[src/rtl/async_mutex_pkg.sv]
// Shared types and default sizing for the asynchronous-mutex requester.
package async_mutex_pkg;

    typedef enum logic [1:0] {
        IDLE = 2'd0,
        REQ  = 2'd1,
        HELD = 2'd2,
        REL  = 2'd3
    } state_e;

    localparam int SYNC_STAGES_DEF = 2;
    localparam int CNT_W_DEF       = 16;

endpackage

[src/rtl/async_mutex_client_sync_ff.sv]
// N-stage single-bit synchroniser for asynchronous grant lines; deliberately unreset.
module sync_ff #(
    parameter int N = 2
) (
    input  logic clk,
    input  logic d_i,
    output logic q_o
);

    logic [N-1:0] sync_q;

    always_ff @(posedge clk) begin
        sync_q <= {sync_q[N-2:0], d_i};
    end

    assign q_o = sync_q[N-1];

endmodule

[src/rtl/async_mutex_client.sv]
// Core-side requester for a two-input asynchronous mutex: registered four-phase
// request, synchronised grant, ownership/error reporting and wait-cycle counting.
module async_mutex_client
    import async_mutex_pkg::*;
#(
    parameter int SYNC_STAGES = SYNC_STAGES_DEF,
    parameter int CNT_W       = CNT_W_DEF
) (
    input  logic             clk,
    input  logic             reset_n,
    input  logic             lock_req,
    input  logic             unlock_req,
    output logic             ack,
    output logic             locked,
    output logic             err,
    output logic [CNT_W-1:0] wait_cnt,
    output logic             mutex_req,
    input  logic             mutex_grant
);

    localparam int SET_W = $clog2(SYNC_STAGES + 1);

    state_e           state_q, state_d;
    logic             grant_s;
    logic             both;
    logic             settled;
    logic             ack_q, ack_d;
    logic             err_q, err_d;
    logic             mreq_q, mreq_d;
    logic             locked_q, locked_d;
    logic             rstrel_q, rstrel_d;
    logic [CNT_W-1:0] cnt_q, cnt_d;
    logic [SET_W-1:0] settle_q, settle_d;

    sync_ff #(.N(SYNC_STAGES)) u_grant_sync (
        .clk (clk),
        .d_i (mutex_grant),
        .q_o (grant_s)
    );

    assign both    = lock_req && unlock_req;
    assign settled = (settle_q == SET_W'(SYNC_STAGES));

    // Reset parks in REL so a grant still held by the mutex is waited out.
    always_ff @(posedge clk) begin
        if (!reset_n) begin
            state_q  <= REL;
            ack_q    <= 1'b0;
            err_q    <= 1'b0;
            mreq_q   <= 1'b0;
            locked_q <= 1'b0;
            rstrel_q <= 1'b1;
            cnt_q    <= '0;
            settle_q <= '0;
        end else begin
            state_q  <= state_d;
            ack_q    <= ack_d;
            err_q    <= err_d;
            mreq_q   <= mreq_d;
            locked_q <= locked_d;
            rstrel_q <= rstrel_d;
            cnt_q    <= cnt_d;
            settle_q <= settle_d;
        end
    end

    always_comb begin
        state_d = state_q;
        unique case (state_q)
            IDLE: if (lock_req && !unlock_req) state_d = REQ;
            REQ:  if (grant_s) state_d = HELD;
            HELD: if (unlock_req && !lock_req) state_d = REL;
            REL:  if (settled && !grant_s) state_d = IDLE;
            default: state_d = REL;
        endcase
    end

    // Request and ownership come from next state so both leave the chip straight from flops.
    always_comb begin
        mreq_d   = (state_d == REQ) || (state_d == HELD);
        locked_d = (state_d == HELD);
        ack_d    = 1'b0;
        err_d    = both;
        rstrel_d = rstrel_q;
        cnt_d    = cnt_q;
        settle_d = settle_q;
        unique case (state_q)
            IDLE: begin
                err_d = both || unlock_req;
                if (state_d == REQ) cnt_d = '0;
            end
            REQ: begin
                err_d = lock_req || unlock_req;
                if (cnt_q != '1) cnt_d = cnt_q + CNT_W'(1);
                ack_d = (state_d == HELD);
            end
            HELD: begin
                ack_d = lock_req && !unlock_req;
                if (state_d == REL) settle_d = '0;
            end
            REL: begin
                err_d = lock_req || unlock_req;
                if (!settled) settle_d = settle_q + SET_W'(1);
                if (state_d == IDLE) begin
                    ack_d    = !rstrel_q;
                    rstrel_d = 1'b0;
                end
            end
            default: ;
        endcase
    end

    assign ack       = ack_q;
    assign err       = err_q;
    assign mutex_req = mreq_q;
    assign locked    = locked_q;
    assign wait_cnt  = cnt_q;

endmodule

[config.mk]
export PLATFORM = sky130hd
export DESIGN_NAME = async_mutex_client
export DESIGN_NICKNAME = d
export VERILOG_FILES = /design/src/rtl/async_mutex_pkg.sv /design/src/rtl/async_mutex_client_sync_ff.sv /design/src/rtl/async_mutex_client.sv
export SDC_FILE = /design/constraint.sdc
export NUM_CORES = 1
export LEC_CHECK = 0
export ABC_AREA = 1
export ABC_CLOCK_PERIOD_IN_PS = 1950
export CORE_UTILIZATION = 50
export DETAILED_ROUTE_END_ITERATION = 6
export GPL_TIMING_DRIVEN = 0
export PLACE_DENSITY = 0.73
export SYNTH_ARGS = -nofsm -noshare
export SYNTH_HDL_FRONTEND = slang
export SYNTH_SLANG_ARGS = --single-unit
[constraint.sdc]
create_clock -name clk -period 1.95 [get_ports clk]
set_input_delay 0.195 -clock clk [delete_from_list [all_inputs] [get_ports clk]]
set_output_delay 0.195 -clock clk [all_outputs]
set_load 0.01 [all_outputs]
* Yosys cells after proc, flatten, opt, wreduce, memory -nomap -nowiden
Cells that the tools add are included.
** Storage, ports and cells
- Bits in registers :: 27
- Input bits :: 5
- Output and inout port bits :: 20
- Word-level logic and storage cells :: 56
** Cells by class
- Add/subtract/negate cells :: 2
- Equality and inequality tests :: 12
- Muxes and demuxes :: 14
- Reductions and logical operators :: 19
** Operators with widths (count)
- $mux 16 :: 2
- $pmux 16 s2 :: 1
- $add 16x1->16 const B :: 1
- $ne 16x16->1 const B :: 1
- $mux 2 :: 6
- $eq 2x2->1 const B :: 5
- $ne 2x2->1 const B :: 4
- $pmux 2 s4 :: 1
- $reduce_and 3->1 :: 2
- $eq 2x1->1 const B :: 2
- $logic_and 1x1->1 :: 4
- $logic_not 1->1 :: 4
- $logic_not 2->1 :: 2
- $pmux 2 s2 :: 1
- $reduce_bool 2->1 :: 2
- $logic_or 1x1->1 :: 3
- $pmux 1 s3 :: 1
- $add 2x1->2 const B :: 1
- $pmux 1 s2 :: 1
- $reduce_and 2->1 :: 1
- $reduce_or 2->1 :: 1
- $mux 1 :: 1

* Logic depth before layout (Yosys ltp)
Gate-level depths: netlist of the first run.
- Word-level depth :: 7
- Gate-level depth with buffers :: 13
- Depth with buffers taken out :: 13

* Hierarchy
A second synthesis of the first run with hierarchy kept.
** Second synthesis, totals
- Cell total of the unflattened synthesis :: 241
- Area, all modules :: 1562.7 µm²
** By module, submodules not included
- async_mutex_client :: times used 1, cells each 239, area each 1522.7 µm², sequential area each 500.5 µm²
- sync_ff :: times used 1, cells each 2, area each 40.0 µm², sequential area each 40.0 µm²

* Worst setup path before layout of the first run
Ideal clock, no wire load.
- Kind :: flip-flop to flip-flop
- Start point :: register state_q[0]
- End point :: register cnt_q[13] (netlist: wait_cnt[13])
- Setup time :: 110 ps
- Arrival time :: 1528 ps
- Data required time :: 1840 ps
- Setup slack :: 311 ps
- Cell stages (with the launch flop) :: 13
- Clock period less this slack :: 1639 ps
- Path through :: dfxtp_1 inv_1 nand2_1 nor2_1 nand2_1 o2111ai_1 and2_1 ha_1 nand2_1 buf_2 nand3_1 nand2_1 nor2_1
** On the way
- Longest elaborated chain between the ends :: 5
** RTL lines
- start, declared :: line async_mutex_client.sv:23 : state_e state_q, state_d;
- start signal, assigned :: line async_mutex_client.sv:56 : state_q <= state_d;
- $eq 2x2->1 (tied with other cells) :: line async_mutex_client.sv:69 : unique case (state_q)
- $pmux 2 s4 * :: line async_mutex_client.sv:69
- via state_d[0] :: line async_mutex_client.sv:23
- $eq 2x1->1 * :: line async_mutex_client.sv:90 : if (state_d == REQ) cnt_d = '0;
- $ne 2x2->1 (no line) *
- $reduce_and 3->1 (no line) *
- end signal, assigned :: line async_mutex_client.sv:62 : cnt_q <= cnt_d;
- end, declared :: line async_mutex_client.sv:32 : logic [CNT_W-1:0] cnt_q, cnt_d;
Mark *: on every way through the listed nets, which the timed path passes. The rest lies on a longest branch.
A chain may end at the register's enable or synchronous reset.

* Final worst setup path of the first run
- Start point :: register settle_q[0]
- End point :: register cnt_q[11] (netlist: wait_cnt[11])
** On the way
- Longest elaborated chain between the ends :: 7
** RTL lines
- start, declared :: line async_mutex_client.sv:33 : logic [SET_W-1:0] settle_q, settle_d;
- start signal, assigned :: line async_mutex_client.sv:63 : settle_q <= settle_d;
- $eq 2x2->1 :: line async_mutex_client.sv:42 : assign settled = (settle_q == SET_W'(SYNC_STAGES));
- $logic_and 1x1->1 :: line async_mutex_client.sv:73 : REL: if (settled && !grant_s) state_d = IDLE;
- $mux 2 :: line async_mutex_client.sv:73
- $pmux 2 s4 :: line async_mutex_client.sv:69
- via state_d[1] :: line async_mutex_client.sv:23
- $eq 2x1->1 :: line async_mutex_client.sv:90
- $ne 2x2->1 (no line)
- $reduce_and 3->1 (no line)
The timed path passes the listed nets, and every way through them passes these cells.

==> results.md, run 1 <==
- Status: complete, but fails checks
- Failing checks: design-rule violations
- Area Growth Syn to Fin: 23.0%
- Cell Count, Final, Fillers Out: 301
- Die ar.: 3340 µm²
- Least-Margin Pin Slew: 0.546 ns
- Vias per inst: 5.03
- Worst EP required: 2.19 ns
- Maximum vdd drop: 0.519 mV
- Switching share of total power: 33.5%
- Root Buffer: clkbuf_4
- Worst-Skew Late Latency: 0.33 ns
- H-tree depth: 1
- Synthesized flop and latch total: 27
- R2r startpoint: settle_q[0]$_SDFFE_PN0P_
- Dpl hpwl: 2580 µm
- ANT nets after route: 0
- Initial antenna violation count: 0
- Initial core utilization: 54.6%
- Max Root-Sink Buffers: 2
- Post-synth EDFFs: 0
- Worst setup SP type: flop
- Worst-path clk slew: 0.15 ns
- Final Setup Violations: 0
- Crit Path Max Fanout: 8
- CTS tree: built
- GR Overflow Total: 0
- Sequential area share after synthesis: 34.7%
- YS warnings: 0
- CORE AREA: 2850 µm²
- Net count after synthesis: 251
- Number of I/O pins: 25
- Clock sinks: 27
- Leading area contributor after synthesis: dfxtp_1
- Placed cell areas: 1840 µm²
- Final wirelength: 3470 µm
- Iter 0 DRT Violations: 84
- R2R Path End: wait_cnt[11]$_SDFFE_PN0P_
- Max-Slew Margin vs Limit: 63.6%
- Period utilization: 91.0%
- Critical path origin: settle_q[0]$_SDFFE_PN0P_
- Synth top area share: 34.7%
- Global-route wire length before repair: 5780 µm
- Worst path arrival time: 2.01 ns
- Setup TNS Final: 0 ns
- Synth Instances: 240
- Finished Cell Area: 1920 µm²
- Gpl congestion: 0.807
- TritonCTS buffer count: 3
- Clock power share: 18.7%
- # nets final: 282
- Min cycle time layout: 1.77 ns
- Logic pwr share: 32.1%
- WL/cell: 11.5 µm
- Int Power: 882 µW
- # rows: 19
- Pre-antenna DRT Iters: 6
- N_diodes: 0
- Syn Area/Cell: 6.49 µm²
- Largest net degree at the start of global routing: 15
- Input/output buffers: 24
- Worst Hold Class: input port to flop
- Prevailing post-synth register cell: dfxtp_1
- Vias in the first global route: 1,279
- Synth top area cells: dfxtp_1 (35%), nand2_1 (15%), inv_1 (8.9%)
- Asr flop ratio synth: 0%
- Netlist Area Pre-Place: 1560 µm²
- Synth cell types: 26
- Leakage: 0.000821 µW
- Total GRT Usage: 22.4%
- Fmax: 564 MHz
- Setup crit end: wait_cnt[11]$_SDFFE_PN0P_
- Die width: 57.8 µm
- Die H: 57.8 µm
- Skew final: 0.0120 ns
- Commonest cells in the netlist: nand2_1 (63), inv_1 (37), nor2_1 (29)
- Sw power: 444 µW
- Dpl cells: 295
- Slew Limit Fails: 0
- Power Density: 693 nW/µm²
- Drc violations: 2
- Most numerous cell in the Yosys netlist: nand2_1
- Worst reg-to-reg path cell count: 13
- Flop-to-flop setup slack: 0.18 ns
- Flop pwr share: 49.2%
- Kind of critical path: flop to flop
- Crit end category: flop
- Share of cells above drive strength 1: 11.1%
- # Max-Cap Violations: 0
- Via count: 1,515
- Final hold violations: 0
cell usage in the layout (no fill, tap or decap), drive strengths merged:
cell type      synthesis  layout
nand3b                 1       1
a211oi                 1       1
nor2                  35      35
nor3                   1       1
ha                     6       6
a21oi                 15      15
inv                   37      37
o221ai                 1       1
dfxtp                 27      27
xor2                   2       2
clkbuf                 2       6
o21ai                  6       6
o211ai                 1       1
nand4                  4       4
o2111ai                1       1
clkdlybuf4s50          0      24
nand2                 65      65
and2                   1       1
or2                    4       4
buf                    3       5
nand3                 27      27
worst max-delay path, cell delays in order (launching register included):
cell and delay, ns:
dfxtp_1 0.34, inv_1 0.06, ha_1 0.22, a21oi_1 0.19, inv_1 0.06, nand2_1 0.11
inv_1 0.09, ha_2 0.18, inv_1 0.05, nand2_1 0.08, nand3_4 0.14, nand2_1 0.06
nand2_1 0.06, nor2_1 0.04
power groups by stage:
stage                     clock network, µW  registers (µW)  logic (µW)
after CTS                               264             654         390
after global placement                    0             665         383
after detailed placement                  0             666         388
after floorplan                           0             673         246
final                                   248             653         426
after global routing                    286             661         483
sequential cells by signal (all words and copies together), names as in the netlist:
name / count
wait_cnt: 16
err: 1
settle_q: 2
locked: 1
state_q: 2
rstrel_q: 1
u_grant_sync.sync_q: 2
mutex_req: 1
ack: 1
logic make-up after synthesis:
logic type               synth area share, %
AO/OA/AOI/OAI                           8.84
flip-flops                              34.7
XOR/XNOR                                1.12
adder cells (fa/ha/maj)                 4.82
AND/OR/NAND/NOR                         39.8
buffers and inverters                   10.8
how the worst min path moves through the flow:
stage | from | slack [ns] | endpoint | cells past startpoint
after global placement | u_grant_sync.sync_q[0]$_DFF_P_ | 0.31 | u_grant_sync.sync_q[1]$_DFF_P_ | 0
after floorplan | mutex_grant | 0.22 | u_grant_sync.sync_q[0]$_DFF_P_ | 0
after CTS | mutex_grant | 0.28 | u_grant_sync.sync_q[0]$_DFF_P_ | 1
after detailed placement | u_grant_sync.sync_q[0]$_DFF_P_ | 0.32 | u_grant_sync.sync_q[1]$_DFF_P_ | 0
final | mutex_grant | 0.30 | u_grant_sync.sync_q[0]$_DFF_P_ | 1
after global routing | mutex_grant | 0.28 | u_grant_sync.sync_q[0]$_DFF_P_ | 1
final cells by class:
class                      count  area [µm²]
inverter                      37         139
sequential                    27         546
fill                         262         937
timing repair buffer          26         255
tap                           31        38.8
multi-input combinational    171         876
buffer                         5        35.0
clock buffer                   4        26.3
metal layers:
layer | GRT usage [%] | part of all wire (%) | routed length (µm)
met1 | 31.3 | 50 | 1730
met5 | 0 | 0 | 0
met2 | 35.5 | 46 | 1590
met4 | 9.18 | 1.3 | 46
met3 | 2.46 | 3.1 | 106
through the flow:
stage                     setup WS [ns]  util [%]  total power, µW  hold WS, ns
after floorplan                   0.311         -              919        0.223
after global placement          -0.0354      64.4             1050        0.310
after detailed placement        -0.0498      64.4             1050        0.316
after CTS                        0.0633      65.4             1310        0.276
after global routing            -0.0235      67.1             1430        0.278
final                             0.176      67.1             1330        0.300
repair_timing:
item	CTS	global route
endpoints found under the setup margin	12	19
setup buffers	0	2
pin swaps	0	3
gates resized for setup	1	14
hold buffers	0	0
Power figures use the tool's default switching activity.
==> run 2: changes to the inputs <==
MAX_ROUTING_LAYER = met4   (was default)
==> run 2 against run 1 <==
Compared with the run above:
- the run still ends with design-rule violations left
- sequential power about the same
- cell area is the same
- global-route usage increased by 0.68 points
- cell count is the same
- setup slack got worse by 0.0034 ns
- core utilization is the same
- clock skew about the same
- worst hold slack worse by 0.0017 ns
- total power about the same
- count of clock-buffer cells in the layout did not move
- routed wire length is 0.43% lower
- highest routed layer unchanged
==> results.md, run 2 (synthesized netlist as in run 1, its figures left out) <==
- Int Power: 882 µW
- Worst setup SP type: flop
- Fin util: 67.1%
- GR Overflow Total: 0
- R2R Path End: wait_cnt[9]$_SDFFE_PN0P_
- # rows: 19
- # fillers: 262
- Gpl congestion: 0.819
- Max Root-Sink Buffers: 2
- Status: complete, but fails checks
- Max-Slew Margin vs Limit: 65.1%
- Slew Limit Fails: 0
- Logic pwr share: 32.0%
- Worst reg-to-reg path cell count: 13
- N_diodes: 0
- CTS tree: built
- Switching share of total power: 33.6%
- Fmax: 563 MHz
- Commonest cells after routing, fill and taps aside: nand2_1 (60), inv_1 (36), nor2_1 (29)
- R2r startpoint: settle_q[0]$_SDFFE_PN0P_
- Final hold violations: 0
- Clock sinks: 27
- Number of I/O pins: 25
- Vias in the first global route: 1,279
- Crit end category: flop
- Initial core utilization: 54.6%
- Max reg flops: 16
- # nets final: 282
- Die H: 57.8 µm
- Via count: 1,516
- Flop-to-flop setup slack: 0.17 ns
- Input/output buffers: 24
- Kind of critical path: flop to flop
- Die width: 57.8 µm
- Slowest CP cell: dfxtp_1
- Critical-path cell list: inv_1 -> ha_1 -> a21oi_1 -> inv_1 -> nand2_1 -> inv_1 -> ha_2 -> inv_1 -> nand2_1 -> nand3_4 -> nand2_1 -> nand2_1 -> nor2_1
- Least-Margin Pin Slew: 0.524 ns
- TritonCTS buffer count: 3
- Crit Path Max Fanout: 8
- Final Setup Violations: 0
- Sw power: 446 µW
- Global-route wire length before repair: 5780 µm
- Iter 0 DRT Violations: 83
- Worst-path clk slew: 0.15 ns
- Worst Hold Class: input port to flop
- Largest net degree at the start of global routing: 15
- H-tree depth: 1
- Final wirelength: 3460 µm
- Power Density: 693 nW/µm²
- # Max-Cap Violations: 0
- Worst-Skew Late Latency: 0.33 ns
- Period utilization: 91.1%
- Initial antenna violation count: 0
- Leakage: 0.000821 µW
- Area Growth Syn to Fin: 23.0%
- Die ar.: 3340 µm²
- Critical Path Max Stage Delay: 0.34 ns
- Worst Hold Depth: 1
- Flop pwr share: 49.2%
- WL/cell: 11.5 µm
- Share of cells above drive strength 1: 11.1%
- Pre-antenna DRT Iters: 6
- Drc violations: 2
- CORE AREA: 2850 µm²
- Root Buffer: clkbuf_4
- CTS Hold Bufs: 0
- Hold Path Origin: mutex_grant
- Worst path arrival time: 2.02 ns
- Hold path endpoint: u_grant_sync.sync_q[0]$_DFF_P_
- Worst EP required: 2.19 ns
- Critical path origin: settle_q[0]$_SDFFE_PN0P_
- Total GRT Usage: 23.1%
- Dpl hpwl: 2580 µm
- Clock power share: 18.8%
- Skew final: 0.0118 ns
- Most common cell after layout, fill and taps aside: nand2_1
- ANT nets after route: 0
- Min cycle time layout: 1.78 ns
- Maximum vdd drop: 0.520 mV
- Worst Hold Slack: 0.299 ns
- Failing checks: design-rule violations
- Vias per inst: 5.04
==> run 2: power by group through the flow <==
stage / clock, µW / sequential, µW / combinational (µW)
final: 250 / 653 / 425
after global routing: 286 / 661 / 483
after CTS: 264 / 654 / 390
after detailed placement: 0 / 666 / 388
after global placement: 0 / 665 / 383
after floorplan: 0 / 673 / 246
==> run 2: area by class of cell <==
type	instances	area [µm²]	area share, %
clock buffer	4	26.3	1.37
multi-input combinational	171	876	45.7
buffer	5	35.0	1.83
inverter	37	139	7.25
timing repair buffer	26	255	13.3
tap	31	38.8	2.02
sequential	27	546	28.5
==> run 2: repair_timing <==
item                       CTS  global route
setup endpoints to repair   12            19
buffers inserted             0             2
pin swaps                    0             3
resized for setup            1            14
==> run 2: through the flow <==
step | cells | setup WS, ns | instance area, µm² | setup TNS, ns | total power [µW]
4_1_cts | 299 | 0.0633 | 1860 | 0 | 1310
3_3_place_gp | 295 | -0.0354 | 1840 | -0.117 | 1050
5_1_grt | 301 | -0.0257 | 1920 | -0.0960 | 1430
6_report | 301 | 0.173 | 1920 | 0 | 1330
3_5_place_dp | 295 | -0.0498 | 1840 | -0.530 | 1050
2_1_floorplan | 240 | 0.311 | 1560 | 0 | 919
==> run 2: critical path: cells and delay by family (launching register included) <==
kind	cells	cell delay, ns
flip-flops	1	0.34
AND/OR/NAND/NOR	6	0.49
AO/OA/AOI/OAI	1	0.19
adder cells (fa/ha/maj)	2	0.40
buffers and inverters	4	0.26
==> run 2: worst max-delay path by stage <==
| stage | end | slack [ns] | cells after the start |
|---|---|---|---|
| finish | wait_cnt[9]$_SDFFE_PN0P_ | 0.17 | 13 |
| global route | wait_cnt[11]$_SDFFE_PN0P_ | -0.03 | 13 |
| CTS | wait_cnt[7]$_SDFFE_PN0P_ | 0.06 | 11 |
| detailed placement | settle_q[0]$_SDFFE_PN0P_ | -0.05 | 9 |
| global placement | settle_q[0]$_SDFFE_PN0P_ | -0.04 | 9 |
| floorplan | wait_cnt[13]$_SDFFE_PN0P_ | 0.31 | 12 |
==> run 2: routing by layer <==
layer  routed length [µm]  global-route usage (%)
met2                 1600                    35.5
met3                   98                    2.46
met5                    0                       -
met4                   46                    9.18
met1                 1710                    31.3
